===== src/rtl/vga_dec_pkg.sv =====
// Shared types, count widths and default 640x480 mode constants for the VGA sync decoder.
package vga_dec_pkg;

  localparam int unsigned CNT_W   = 11;
  localparam int unsigned COORD_W = 10;
  localparam int unsigned SUM_W   = 32;
  localparam int unsigned GOOD_W  = 4;

  // 640x480 @ 60 Hz defaults
  localparam int unsigned DEF_H_TOTAL     = 800;
  localparam int unsigned DEF_V_TOTAL     = 525;
  localparam int unsigned DEF_H_ACTIVE    = 640;
  localparam int unsigned DEF_LOCK_FRAMES = 2;
  localparam int unsigned DEF_TIMEOUT     = 1600;

  typedef logic [CNT_W-1:0]   cnt_t;
  typedef logic [COORD_W-1:0] coord_t;

  typedef enum logic [1:0] {
    UNLOCKED = 2'd0,
    CHECK    = 2'd1,
    LOCKED   = 2'd2
  } lock_state_t;

  function automatic cnt_t cnt_sat_inc(input cnt_t v);
    return (v == '1) ? v : v + cnt_t'(1);
  endfunction

  function automatic coord_t coord_sat_inc(input coord_t v);
    return (v == '1) ? v : v + coord_t'(1);
  endfunction

endpackage


===== src/rtl/vga_edge_det.sv =====
// Falling-edge detector: registered previous sample (resets high) compared with the live input.
module vga_edge_det (
  input  logic clk_i,
  input  logic rst_n_i,
  input  logic sig_i,
  output logic fall_c_o
);

  logic prev_q;

  always_ff @(posedge clk_i) begin
    if (!rst_n_i) begin
      prev_q <= 1'b1;
    end else begin
      prev_q <= sig_i;
    end
  end

  assign fall_c_o = prev_q & ~sig_i;

endmodule


===== src/rtl/vga_sync_decoder.sv =====
// VGA receive-side decoder: recovers de/x/y, measures line/frame length and tracks mode lock.
// Optional frame checksum enabled by defining VGA_SYNC_DECODER_CHECKSUM_EN.
module vga_sync_decoder
  import vga_dec_pkg::*;
#(
  parameter int unsigned H_TOTAL     = DEF_H_TOTAL,
  parameter int unsigned V_TOTAL     = DEF_V_TOTAL,
  parameter int unsigned H_ACTIVE    = DEF_H_ACTIVE,
  parameter int unsigned LOCK_FRAMES = DEF_LOCK_FRAMES,
  parameter int unsigned TIMEOUT     = DEF_TIMEOUT
) (
  input  logic        i_clk,
  input  logic        i_rst_n,
  input  logic        i_hs,
  input  logic        i_vs,
  input  logic        i_blank_n,
  input  logic [7:0]  i_r,
  input  logic [7:0]  i_g,
  input  logic [7:0]  i_b,
  output logic        o_de,
  output logic [9:0]  o_x,
  output logic [9:0]  o_y,
  output logic [23:0] o_pix,
  output logic        o_sof,
  output logic [10:0] o_h_total,
  output logic [10:0] o_v_total,
  output logic        o_locked,
  output logic        o_err,
  output logic [31:0] o_frame_sum
);

  localparam int unsigned TO_W = $clog2(TIMEOUT + 1);

  logic hs_fall_c;
  logic vs_fall_c;

  vga_edge_det u_hs_edge (
    .clk_i    (i_clk),
    .rst_n_i  (i_rst_n),
    .sig_i    (i_hs),
    .fall_c_o (hs_fall_c)
  );

  vga_edge_det u_vs_edge (
    .clk_i    (i_clk),
    .rst_n_i  (i_rst_n),
    .sig_i    (i_vs),
    .fall_c_o (vs_fall_c)
  );

  cnt_t              h_cnt_q, h_cnt_d;
  cnt_t              line_cnt_q, line_cnt_d;
  coord_t            x_cnt_q, x_cnt_d;
  coord_t            y_cnt_q, y_cnt_d;
  logic [TO_W-1:0]   to_cnt_q, to_cnt_d;
  logic              frame_bad_q, frame_bad_d;
  logic [GOOD_W-1:0] good_cnt_q, good_cnt_d;
  lock_state_t       state_q, state_d;
  logic              err_q, err_d;

  logic              de_q;
  coord_t            x_out_q, y_out_q;
  logic [23:0]       pix_q;
  logic              sof_q;
  cnt_t              h_total_q, v_total_q;

  cnt_t              line_len_c;
  logic              line_bad_c;
  logic              frame_good_c;
  logic              timeout_c;
  coord_t            x_cur_c;
  coord_t            y_cur_c;

  // Line/frame measurement and coordinate recovery
  always_comb begin
    line_len_c   = cnt_sat_inc(h_cnt_q);
    line_bad_c   = hs_fall_c &&
                   ((line_len_c != cnt_t'(H_TOTAL)) ||
                    ((x_cnt_q != '0) && (x_cnt_q != coord_t'(H_ACTIVE))));
    // An hs fall coincident with vs fall closes a line of the outgoing frame.
    frame_good_c = !(frame_bad_q || line_bad_c) && (line_cnt_q == cnt_t'(V_TOTAL));
    timeout_c    = !hs_fall_c && (to_cnt_q == TO_W'(TIMEOUT - 1));

    x_cur_c = hs_fall_c ? '0 : x_cnt_q;
    y_cur_c = y_cnt_q;
    if (vs_fall_c) begin
      y_cur_c = '0;
    end else if (hs_fall_c && (x_cnt_q != '0)) begin
      y_cur_c = coord_sat_inc(y_cnt_q);
    end

    h_cnt_d    = hs_fall_c ? '0 : cnt_sat_inc(h_cnt_q);
    line_cnt_d = hs_fall_c ? cnt_sat_inc(line_cnt_q) : line_cnt_q;
    if (vs_fall_c) begin
      line_cnt_d = hs_fall_c ? cnt_t'(1) : '0;
    end

    x_cnt_d     = i_blank_n ? coord_sat_inc(x_cur_c) : x_cur_c;
    y_cnt_d     = y_cur_c;
    frame_bad_d = vs_fall_c ? 1'b0 : (frame_bad_q || line_bad_c);
    to_cnt_d    = (hs_fall_c || timeout_c) ? '0 : to_cnt_q + TO_W'(1);
  end

  // Lock FSM next-state
  always_comb begin
    state_d    = state_q;
    good_cnt_d = good_cnt_q;
    err_d      = err_q;

    if (timeout_c) begin
      if (state_q == LOCKED) begin
        err_d = 1'b1;
      end
      state_d    = UNLOCKED;
      good_cnt_d = '0;
    end else if (vs_fall_c) begin
      case (state_q)
        UNLOCKED: begin
          state_d    = CHECK;
          good_cnt_d = '0;
        end
        CHECK: begin
          if (!frame_good_c) begin
            good_cnt_d = '0;
          end else if ((5'(good_cnt_q) + 5'd1) >= 5'(LOCK_FRAMES)) begin
            state_d    = LOCKED;
            good_cnt_d = '0;
          end else begin
            good_cnt_d = good_cnt_q + GOOD_W'(1);
          end
        end
        LOCKED: begin
          if (!frame_good_c) begin
            state_d    = UNLOCKED;
            err_d      = 1'b1;
            good_cnt_d = '0;
          end
        end
        default: begin
          state_d    = UNLOCKED;
          good_cnt_d = '0;
        end
      endcase
    end
  end

  always_ff @(posedge i_clk) begin
    if (!i_rst_n) begin
      h_cnt_q     <= '0;
      line_cnt_q  <= '0;
      x_cnt_q     <= '0;
      y_cnt_q     <= '0;
      to_cnt_q    <= '0;
      frame_bad_q <= 1'b0;
      good_cnt_q  <= '0;
      state_q     <= UNLOCKED;
      err_q       <= 1'b0;
      de_q        <= 1'b0;
      x_out_q     <= '0;
      y_out_q     <= '0;
      pix_q       <= '0;
      sof_q       <= 1'b0;
      h_total_q   <= '0;
      v_total_q   <= '0;
    end else begin
      h_cnt_q     <= h_cnt_d;
      line_cnt_q  <= line_cnt_d;
      x_cnt_q     <= x_cnt_d;
      y_cnt_q     <= y_cnt_d;
      to_cnt_q    <= to_cnt_d;
      frame_bad_q <= frame_bad_d;
      good_cnt_q  <= good_cnt_d;
      state_q     <= state_d;
      err_q       <= err_d;
      de_q        <= i_blank_n;
      x_out_q     <= x_cur_c;
      y_out_q     <= y_cur_c;
      pix_q       <= {i_r, i_g, i_b};
      sof_q       <= vs_fall_c;
      if (hs_fall_c) begin
        h_total_q <= line_len_c;
      end
      if (vs_fall_c) begin
        v_total_q <= line_cnt_q;
      end
    end
  end

`ifdef VGA_SYNC_DECODER_CHECKSUM_EN
  logic [SUM_W-1:0] acc_q, acc_d;
  logic [SUM_W-1:0] sum_q, sum_d;
  logic [SUM_W-1:0] contrib_c;

  // Per-frame R+G+B accumulator, handed off at each vs fall
  always_comb begin
    contrib_c = i_blank_n ? (SUM_W'(i_r) + SUM_W'(i_g) + SUM_W'(i_b)) : '0;
    acc_d     = vs_fall_c ? contrib_c : acc_q + contrib_c;
    sum_d     = vs_fall_c ? acc_q : sum_q;
  end

  always_ff @(posedge i_clk) begin
    if (!i_rst_n) begin
      acc_q <= '0;
      sum_q <= '0;
    end else begin
      acc_q <= acc_d;
      sum_q <= sum_d;
    end
  end

  assign o_frame_sum = sum_q;
`else
  assign o_frame_sum = 32'd0;
`endif

  assign o_de      = de_q;
  assign o_x       = x_out_q;
  assign o_y       = y_out_q;
  assign o_pix     = pix_q;
  assign o_sof     = sof_q;
  assign o_h_total = h_total_q;
  assign o_v_total = v_total_q;
  assign o_locked  = (state_q == LOCKED);
  assign o_err     = err_q;

endmodule

===== config.mk =====
export PLATFORM = sky130hd
export DESIGN_NAME = vga_sync_decoder
export DESIGN_NICKNAME = d
export VERILOG_FILES = /design/src/rtl/vga_dec_pkg.sv /design/src/rtl/vga_edge_det.sv /design/src/rtl/vga_sync_decoder.sv
export SDC_FILE = /design/constraint.sdc
export NUM_CORES = 1
export LEC_CHECK = 0
export ABC_AREA = 1
export CAP_MARGIN = 15
export CELL_PAD_IN_SITES_DETAIL_PLACEMENT = 2
export CELL_PAD_IN_SITES_GLOBAL_PLACEMENT = 2
export CORE_MARGIN = 2
export CORE_UTILIZATION = 27
export CTS_CLUSTER_SIZE = 16
export DETAILED_ROUTE_END_ITERATION = 7
export PLACE_DENSITY = 0.91
export SLEW_MARGIN = 25
export SYNTH_ARGS = -nofsm -noshare
export SYNTH_HDL_FRONTEND = slang
export SYNTH_SLANG_ARGS = --single-unit

===== constraint.sdc =====
create_clock -name i_clk -period 2.6 [get_ports i_clk]
set_input_delay 0.26 -clock i_clk [delete_from_list [all_inputs] [get_ports i_clk]]
set_output_delay 0.26 -clock i_clk [all_outputs]
set_load 0.02 [all_outputs]

==> results, run 1 <==
- The family with the most delay on the worst path is simple AND/OR/NAND/NOR gates.
- The path class of the lowest-slack min-delay path is in2reg.
- The clock sink count is around 120.
- The share of layout cells above drive strength 1 is 8.186%.
- The launching element type of the critical path is a flop.
- In this run the clock root is driven by a sky130_fd_sc_hd__clkbuf_16.
- The share of total power dissipated in the clock network is 50.4%.
- The highest-delay cell along the critical path is sky130_fd_sc_hd__dfxtp_1.
- The critical path contains buffers and inverters numbering 2 combined.
- The chip width is ~140 um.
- The number of instances in the placed design is 996.
- The H-tree generated during clock tree synthesis spans 4 levels.
- Of the total power, the share spent switching nets is 25.42%.
- The flow ran to the end, and the final reports show no timing, DRC or antenna violations.
- The worst setup skew after layout is 0.007325 ns.
- Setup violations remaining at the end of the flow were counted as 0.
- The I/O pin total is 131.
- The global routing usage on met2 is between 20% and 30%.
- After synthesis, the netlist uses 42 different library cells.
- The net count of the finished layout is between 800 and 900.
- The number of I/O port buffers is 98.
- On the worst path, the slowest cell contributes a delay of 0.36 ns.
- The remaining number of nets flagged by the antenna check after routing is 0.
- The area added between synthesis and finish is 33.62%.
- The smallest clock period supported by the final layout is computed as 2.317 ns.
- The setup total negative slack is 0 ns.
- The net load switching power is between 1 and 1.5 mW.
- The count of flip-flops with a built-in enable after synthesis is 0.
- The mean routed wirelength per cell is 15.10 um.
- For this run, design rule violations remaining after detail routing come to 0.
- The clock latency reported for the late side of the worst-skew pair is between 0.4 and 0.5 ns.
- For this design the ratio of total power to cell area is just under 700 nW/um^2.
- Across all hold checks on the routed design, the worst slack comes to 0.3669 ns.
- Once the floorplan was initialized, standard cells occupied 27.49% of the core.
- The die area is ~20000 um^2.
- The total iterations of the first detailed-routing run is 4.
- The routing layer with the top usage in global route is met2.
- The via count of the first global-routing pass was 5007.
- The clock-pin slew reported for the worst setup and hold paths after clock tree synthesis is 0.06 ns.
- The largest total area in the synthesized netlist belongs to sky130_fd_sc_hd__dfxtp_1.
- The total of fill cells in the finished design is 2180.
- Once the clock tree was built, the setup fixing pass inserted 0 buffers.
- For this design the static power due to leakage is 2.785 nW.
- The vertical die dimension is around 140 um.
- The internal power of the cells totals 3.485 mW.
- The leading cell type by number of instances after synthesis is sky130_fd_sc_hd__nand2_1.
- The number of DRC markers in iteration 0 is 99.
- Traced cell by cell, the critical path runs through ha_1 -> inv_1 -> nor2_4 -> nand3_4 -> clkinv_1 -> nor2_1 -> nand2_2 -> nor2_2 -> nand3_1 -> nand2_2 -> nand3_4 -> nand2_4 -> nand2_4 -> a21oi_1 -> nor2_1.
- The share of total power dissipated in sequential elements is 41.2%.
- STA puts the critical path data arrival time at 2.63 ns.
- The number of warnings printed during yosys synthesis is 0.
- The maximum number of pins on one net before global-route repair is 40.
- By area the synthesized netlist is led by sky130_fd_sc_hd__dfxtp_1 47%, sky130_fd_sc_hd__nand2_1 9.8%, sky130_fd_sc_hd__inv_1 8.0%, sky130_fd_sc_hd__nor2_1 5.1%, sky130_fd_sc_hd__buf_4 4.8%.
- At the end of routability-driven placement, the weighted congestion stood at 0.7798.
- The relative contribution of combinational cells to total power is 8.4%.
- The initialized floorplan defines 50 standard-cell rows.
- The largest voltage drop on the vdd net is 0.4633 mV.
- Summed over all nets, the half-perimeter wirelength after detailed placement is roughly 11000 um.
- The gate count of the mapped netlist is 673.
- The core box area is 18640 um^2.
- STA puts the critical path data required time at 2.91 ns.
- The final core utilization is 36.73%.
- The vias after detailed routing is 4561.
- Headroom to the max-slew limit came out at between 60 and 70%.
- The maximum root-to-sink buffer count is 2.
- The final standard cell count with taps included and fillers excluded is 1028.
- The proportion of netlist area held by the largest area contributor is 47.27%.
- Post-CTS repair changed the size of 0 cells.
- The endpoint kind of the worst setup timing path is a flop.
- The number of max-cap violations is 0.
- Global routing used under 10% of the available met3 tracks.
- The sequential element share of the synthesized area is 47.27%.
- The number of hold violations in the final report is 0.
- The actual transition at the worst max-transition pin is 0.5646 ns.
- The sum of overflow across all layers after global routing is 0.
- The total power draw is 4.673 mW.
- Setup repair after global routing left no endpoint under its margin.
- The number of synthesized register bits is roughly 120.
- The number of pins exceeding their max-slew limit in the final report is 0.
- In the global route stage, overall resource usage came out at 16.20%.
- After synthesis the cells add up to 5125 um^2.
- Sorting the synthesized cells by how often they occur yields 134 x sky130_fd_sc_hd__nand2_1, 121 x sky130_fd_sc_hd__dfxtp_1, 109 x sky130_fd_sc_hd__inv_1, 70 x sky130_fd_sc_hd__nor2_1, 38 x sky130_fd_sc_hd__o21ai_0.
- The met1 capacity usage during global routing is 17.26%.
- TritonCTS built the clock tree.
- The fmax is 431.5 MHz.
- Of the available clock period, the critical path in the final layout requires 89.13%.
- The wire length after detailed routing is 15530 um.
- The critical path start-end classification is reg2reg.
- The maximum fanout count along the critical path is 8.
- Dividing the synthesized area by the synthesized cell count gives 7.615 um^2.
- Buffers inserted to repair hold after CTS numbered 0.
- The total clock buffers created by CTS is 17.
- The first global-routing pass estimated between 20000 and 30000 um of wire.
- Using the TritonRoute via totals, the vias-per-cell ratio works out to about 4.4.
- The number of inserted diodes is 0.
- The initial antenna violation count is 0.
- After synthesis, the share of flip-flops with an asynchronous set or reset is 0%.
- Among all flip-flop cells after synthesis, the most frequent one is sky130_fd_sc_hd__dfxtp_1.
[path summary, 6_finish.rpt]
path	end	depth (start not counted)	start	slack [ns]
max reg2reg	state_q[0]$_SDFFE_PP0P_	15	h_cnt_q[0]$_SDFF_PP0_	0.28
max	state_q[0]$_SDFFE_PP0P_	15	h_cnt_q[0]$_SDFF_PP0_	0.28
min reg2reg	to_cnt_q[0]$_SDFF_PP0_	1	to_cnt_q[0]$_SDFF_PP0_	0.46
min	o_pix[9]$_SDFF_PN0_	3	i_g[1]	0.37
[layout make-up]
type / instances / area, um^2 / area share (%)
inverter: 115 / 431.7 / 6.304
timing repair buffer: 103 / 1018 / 14.87
tap: 234 / 292.8 / 4.276
sequential: 121 / 2422 / 35.37
multi-input combinational: 423 / 2095 / 30.59
clock inverter: 14 / 148.9 / 2.174
clock buffer: 18 / 439.2 / 6.413
[registers in the layout, summed over array words and instances (netlist names)]
name	flops
h_cnt_q	11
o_sof	1
u_hs_edge.prev_q	1
state_q	2
o_x	10
o_de	1
frame_bad_q	1
to_cnt_q	11
o_h_total	11
o_v_total	11
o_pix	24
x_cnt_q	10
o_err	1
u_vs_edge.prev_q	1
o_y	10
line_cnt_q	11
good_cnt_q	4
[per-stage QoR]
stage                     setup slack (ns)  instance area, um^2
after floorplan                     0.6120                 5241
after global placement              0.1847                 6260
after detailed placement          -0.03155                 6260
after CTS                           0.2514                 6848
after global routing               0.03817                 6848
final                               0.2826                 6848
[placed cells by master, fill, tap and decap left out, types with 18 or more instances in the layout]
cell type / netlist / layout
sky130_fd_sc_hd__conb_1: 1 / 32
sky130_fd_sc_hd__nand3_1: 27 / 27
sky130_fd_sc_hd__nand2_1: 134 / 134
sky130_fd_sc_hd__dfxtp_1: 121 / 121
sky130_fd_sc_hd__a21oi_1: 27 / 27
sky130_fd_sc_hd__o21ai_0: 38 / 38
sky130_fd_sc_hd__nor2_1: 70 / 70
sky130_fd_sc_hd__nor3_1: 18 / 18
sky130_fd_sc_hd__clkdlybuf4s50_1: 0 / 98
sky130_fd_sc_hd__inv_1: 109 / 109
[worst register-to-register path, delay by kind of cell, from the launching register on]
family | cells | cell delay (ns)
fa+ha+maj | 1 | 0.26
compound gates | 1 | 0.15
flops | 1 | 0.36
simple gates | 11 | 1.20
buf+inv | 2 | 0.25
[power by group through the flow]
stage	clock [mW]	combinational (mW)	sequential, mW
2_1_floorplan	0	0.228	2.00
3_3_place_gp	0	0.380	1.96
3_5_place_dp	0	0.394	1.97
4_1_cts	2.42	0.398	1.93
5_1_grt	2.52	0.431	1.93
6_report	2.36	0.391	1.93
[routing by layer]
layer	vias up	part of all wire, %
li1	2246	-
met1	2192	41
met2	109	52
met3	14	6.2
met4	0	1.1
met5	-	0
[logic make-up after synthesis]
kind of cell / Yosys count / synth area share, %
and+or+nand+nor: 289 / 25.54
adders and majority gates: 8 / 1.953
AOI/OAI and AO/OA: 82 / 8.984
buffers and inverters: 160 / 14.14
xor gates and xnor gates: 12 / 2.051
other: 1 / 0.07317
DFF: 121 / 47.27
Note: power is estimated with default switching activity, not from simulation.
==> run 2: changes to the inputs <==
==> constraint.sdc (replaced) <==
create_clock -name i_clk -period 2.6 [get_ports i_clk]
set_input_delay 0.26 -clock i_clk [delete_from_list [all_inputs] [get_ports i_clk]]
set_output_delay 0.26 -clock i_clk [all_outputs]
set_load 0.05 [all_outputs]
==> results of run 2 <==
Same layout as run 1 (identical final DEF). Status: finished, final reports clean.
Among the figures that moved: total power 4.673 mW -> 4.804 mW; worst IR drop on VDD 0.4633 mV -> 0.4637 mV
==> run 3: changes to the inputs <==
--- a/config.mk
+++ b/config.mk
@@ -14,7 +14,7 @@
 export CTS_CLUSTER_SIZE = 16
 export DETAILED_ROUTE_END_ITERATION = 7
 export PLACE_DENSITY = 0.91
-export SLEW_MARGIN = 25
+export SLEW_MARGIN = 20
 export SYNTH_ARGS = -nofsm -noshare
 export SYNTH_HDL_FRONTEND = slang
 export SYNTH_SLANG_ARGS = --single-unit
==> results of run 3 <==
Same layout as run 1 (identical final DEF). Status: finished, final reports clean.
Among the figures that moved: total power 4.673 mW -> 4.804 mW; worst IR drop on VDD 0.4633 mV -> 0.4637 mV
==> edit 1: new RTL, flow settings as in run 1 <==
The package constant `DEF_TIMEOUT` goes from 1600 to 3200.
--- a/src/rtl/vga_dec_pkg.sv
+++ b/src/rtl/vga_dec_pkg.sv
@@ -13,3 +13,3 @@
   localparam int unsigned DEF_LOCK_FRAMES = 2;
-  localparam int unsigned DEF_TIMEOUT     = 1600;
+  localparam int unsigned DEF_TIMEOUT     = 3200;
 
Check against the original RTL: no difference found for any inputs over 10 cycles, from zero or initial values and one cycle with i_rst_n low; that may be too few to reach the edited logic, so the function may still have changed.
==> edit 1 against run 1 <==
Synthesized area grew 1.1%. Count of clock-buffer cells in the layout is 4 higher. Wire length is 10% higher. Power increased by 5.3%. Sequential share of layout area shrank 0.32 points. Worst setup slack worse by 0.058 ns. Critical path type unchanged. Critical endpoint is now state_q[1]. Sequential cell count up 1. Critical path depth increased by 3. Largest power group unchanged. Final area increased by 1.8%. Largest cell class unchanged.
==> edit 1: results <==
set metrics [dict create \
    p_leak_nw 2.86 \
    place_area_um2 6330 \
    grt_pass1_wl_mm 27.9 \
    synth.area.top_cells "dfxtp_1 47%, nand2_1 9.6%, inv_1 7.3%, nor2_1 5.3%, buf_4 4.6%" \
    synth.distinct_cells 44 \
    cts_max_path_buffers 2 \
    worstSetupStartpointType "flop" \
    max_stage_delay_ns 0.41 \
    syn_avg_cell_area_um2 7.72 \
    wl_met3_um 790 \
    wl_met2_mm 9.00 \
    ys_seq_area_frac 0.471 \
    r2r_cells 18 \
    grt_max_degree 37 \
    vdd_drop_max_v 0.000492 \
    first_global_vias 5299 \
    avgViaCountPerCell 4.60 \
    drtIter0Drc 156 \
    dp_slack_ns -0.0735 \
    wl_per_cell_um 16.6 \
    layout-drive-gt1-share 0.103 \
    htreeDepth 4 \
    tightest_slew_ns 0.577 \
    grtUsageTotal 0.178 \
    place_congestion 0.780 \
    wl_met1_mm 6.90 \
    outcome "finished clean" \
    synthTopCellsByCount "132 x nand2_1, 122 x dfxtp_1, 101 x inv_1, 73 x nor2_1, 34 x o21ai_0" \
    fin_nets 819 \
]
==> edit 1: cell count changes after synthesis, sizes merged, moves of 3 or more <==
cell / run 1 / this run
xor2: 4 / 7
nor3b: 3 / 0
nor2: 76 / 87
o21ai: 40 / 36
inv: 114 / 107
==> edit 1: layer usage <==
layer	global-route usage	vias to the layer above
met1	0.189	2337
met5	0	-
met4	0.0766	0
met2	0.323	102
met3	0.0579	30
li1	-	2263
==> edit 1: power by group <==
| part | total, mW | internal (mW) | switching, mW |
|---|---|---|---|
| sequential | 1.95 | 1.92 | 0.0281 |
| combinational | 0.433 | 0.159 | 0.274 |
| clock | 2.54 | 1.63 | 0.907 |
==> edit 1: cell families (layout without fill, tap and decap cells) <==
family | after synthesis | after routing | synth area share
compound gates | 79 | 79 | 0.0864
xor+xnor | 14 | 14 | 0.0251
fa+ha+maj | 8 | 8 | 0.0193
buf+inv | 151 | 244 | 0.134
flops | 122 | 122 | 0.471
other cells | 1 | 32 | 0.000724
simple gates | 296 | 296 | 0.263
==> edit 1: final cells by class <==
cell class | instances | area [um^2]
fill | 2127 | 11800
multi-input combinational | 429 | 2170
clock inverter | 10 | 139
clock buffer | 22 | 494
sequential | 122 | 2440
inverter | 108 | 405
timing repair buffer | 104 | 1030
tap | 234 | 293
==> edit 1: tightest hold or removal path: cells and delay by family <==
family / cells / cell delay [ns]
AND/OR/NAND/NOR: 1 / 0.06
buffers and inverters: 2 / 0.42
==> edit 1: worst paths after layout <==
kind / from / endpoint / slack, ns
worst max register to register: h_cnt_q[0] / state_q[1] / 0.22
worst max-delay path: h_cnt_q[0] / state_q[1] / 0.22
worst min register to register: to_cnt_q[0] / to_cnt_q[0] / 0.46
worst min-delay path: i_r[6] / o_pix[22] / 0.36
==> edit 2: new RTL, flow settings as in run 1 <==
Without the edit above. Encoding of `lock_state_t`: now one-hot (3 bits for 3 states).
--- a/src/rtl/vga_dec_pkg.sv
+++ b/src/rtl/vga_dec_pkg.sv
@@ -18,6 +18,6 @@
 
-  typedef enum logic [1:0] {
-    UNLOCKED = 2'd0,
-    CHECK    = 2'd1,
-    LOCKED   = 2'd2
+  typedef enum logic [2:0] {
+    UNLOCKED = 3'b001,
+    CHECK    = 3'b010,
+    LOCKED   = 3'b100
   } lock_state_t;
Behaviour: no difference found for any inputs over 10 cycles, from zero or initial values and one cycle with i_rst_n low; not proved beyond that.
==> edit 2 against run 1 <==
Sequential cell count is 1 higher. Wire length rose by 2.0%. Final area up 1.1%. Synthesized area rose by 0.54%. Largest power group unchanged. Worst setup slack got worse by 0.0069 ns. Power is 0.19% lower. Critical endpoint is now good_cnt_q[0]. Critical path depth increased by 1. Core utilization up 0.27 points. Synthesized cell count decreased by 0.59%.
==> edit 2: results <==
set metrics [dict create \
    outcome "finished clean" \
    avgViaCountPerCell 4.55 \
    rr_startpoint "h_cnt_q[0]" \
    htreeDepth 4 \
    numCtsBuffers 17 \
    clock_latency_ns 0.42 \
    syn_avg_cell_area_um2 7.70 \
    insertedDiodeCount 0 \
    fin_nets 820 \
    p_leak_nw 2.85 \
    synth.area.top_cells "dfxtp_1 47%, nand2_1 8.3%, inv_1 7.6%, nor2_1 5.3%, buf_4 4.7%" \
    grt_pass1_wl_mm 26.0 \
    root_buffer "clkbuf_16" \
    holdWs_ns 0.372 \
    ys_seq_area_frac 0.474 \
    post-place-cells 998 \
    worstPathArrival_ns 2.63 \
    tightest_slew_ns 0.542 \
    place_congestion 0.750 \
    largest_reg_flops 24 \
    wl_per_cell_um 15.4 \
    grt_max_degree 40 \
    reg2reg_slack_ns 0.28 \
    yosysWarnings 0 \
    post_cts_buffers 0 \
    dp_hpwl_mm 11.4 \
    cts_max_path_buffers 2 \
    worstHoldStart "i_b[1]" \
    drtIter0Drc 189 \
    async_reset_ff_frac 0 \
    place_area_um2 6330 \
    area_delta_synth_final_pct 34.3 \
    finalWirelength_mm 15.8 \
    dr.pass1.iters 4 \
    worstSetupStartpointType "flop" \
    vdd_drop_max_v 0.000444 \
    reg2reg_to "good_cnt_q[0]" \
    grtUsageTotal 0.164 \
    cts.clk_slew.worst_paths_ns 0.06 \
    fin_skew_ns 0.00787 \
    first_global_vias 5235 \
    whs_path_depth 3 \
    synthTopCellsByCount "122 x dfxtp_1, 114 x nand2_1, 104 x inv_1, 73 x nor2_1, 44 x o21ai_0" \
    antenna_found_initial 0 \
    fill_cells 2155 \
    synth-edff-count 0 \
    hold_path.class "in -> reg" \
    min_to "o_pix[1]" \
    cp_max_fo 7 \
    synth.distinct_cells 44 \
    layout-drive-gt1-share 0.0918 \
    r2r_cells 16 \
    portBuffers 98 \
]
## edit 2: cell types whose count changed in the layout (fill, tap and decap cells not counted), moves of 5 or more
cell / before / now
inv_1: 109 / 104
buf_4: 5 / 11
nand2_1: 134 / 114
a31oi_1: 5 / 0
nand4_1: 6 / 12
nand3_1: 27 / 32
o21ai_0: 38 / 44
## edit 2: worst max path at each step
stage | slack (ns) | to | cells past startpoint
2_1_floorplan | 0.50 | x_cnt_q[5] | 17
3_3_place_gp | 0.04 | x_cnt_q[5] | 16
3_5_place_dp | -0.13 | x_cnt_q[9] | 14
4_1_cts | 0.18 | state_q[0] | 15
5_1_grt | 0.003 | good_cnt_q[0] | 14
6_report | 0.28 | good_cnt_q[0] | 16
## edit 2: routing by layer
layer,global-route usage,vias up,share of wire
met5,0,-,0
met4,0.0726,0,0.026
met3,0.0501,28,0.052
met2,0.286,105,0.50
met1,0.184,2260,0.43
li1,-,2284,-
## edit 2: cells by family after synthesis
kind of cell | synth area share
fa+ha+maj | 0.0194
flops | 0.474
xor+xnor | 0.0204
other cells | 0.000728
simple gates | 0.261
buf+inv | 0.137
compound gates | 0.0877
## edit 2: worst max-delay path: stages (launching register included)
cell and delay, ns:
dfxtp_1 0.41, ha_2 0.26, nand2_2 0.08, nor2_4 0.14, nand3_4 0.14, nand2_2 0.09
inv_2 0.04, nor2_4 0.09, nand3_1 0.10, nor2_1 0.10, nand2_1 0.09, nand2_2 0.12
nand3_4 0.10, nand2_2 0.12, nand2_4 0.07, o21ai_0 0.20, nor2_1 0.06
## edit 2: cell type report
| class | instances | area share |
|---|---|---|
| multi-input combinational | 425 | 0.309 |
| inverter | 108 | 0.0586 |
| clock buffer | 23 | 0.0705 |
| clock inverter | 8 | 0.0134 |
| tap | 234 | 0.0423 |
| timing repair buffer | 109 | 0.154 |
| sequential | 122 | 0.353 |
## edit 2: timing repair
| action | 4_1_cts | 5_1_grt |
|---|---|---|
| endpoints found under the setup margin | 0 | 4 |
| hold endpoints to repair | 0 | 0 |
| resized for setup | 0 | 4 |
## edit 2: through the flow
step / setup TNS (ns) / setup WS, ns
5_1_grt: 0 / 0.00347
6_report: 0 / 0.276
2_1_floorplan: 0 / 0.503
4_1_cts: 0 / 0.181
3_5_place_dp: -0.543 / -0.125
3_3_place_gp: 0 / 0.0434
## edit 2: report_power, final
| part | leakage (nW) | internal (mW) | switching (mW) |
|---|---|---|---|
| clock | 0.289 | 1.50 | 0.840 |
| sequential | 0.994 | 1.92 | 0.0258 |
| combinational | 1.57 | 0.145 | 0.239 |
| total | 2.85 | 3.56 | 1.10 |
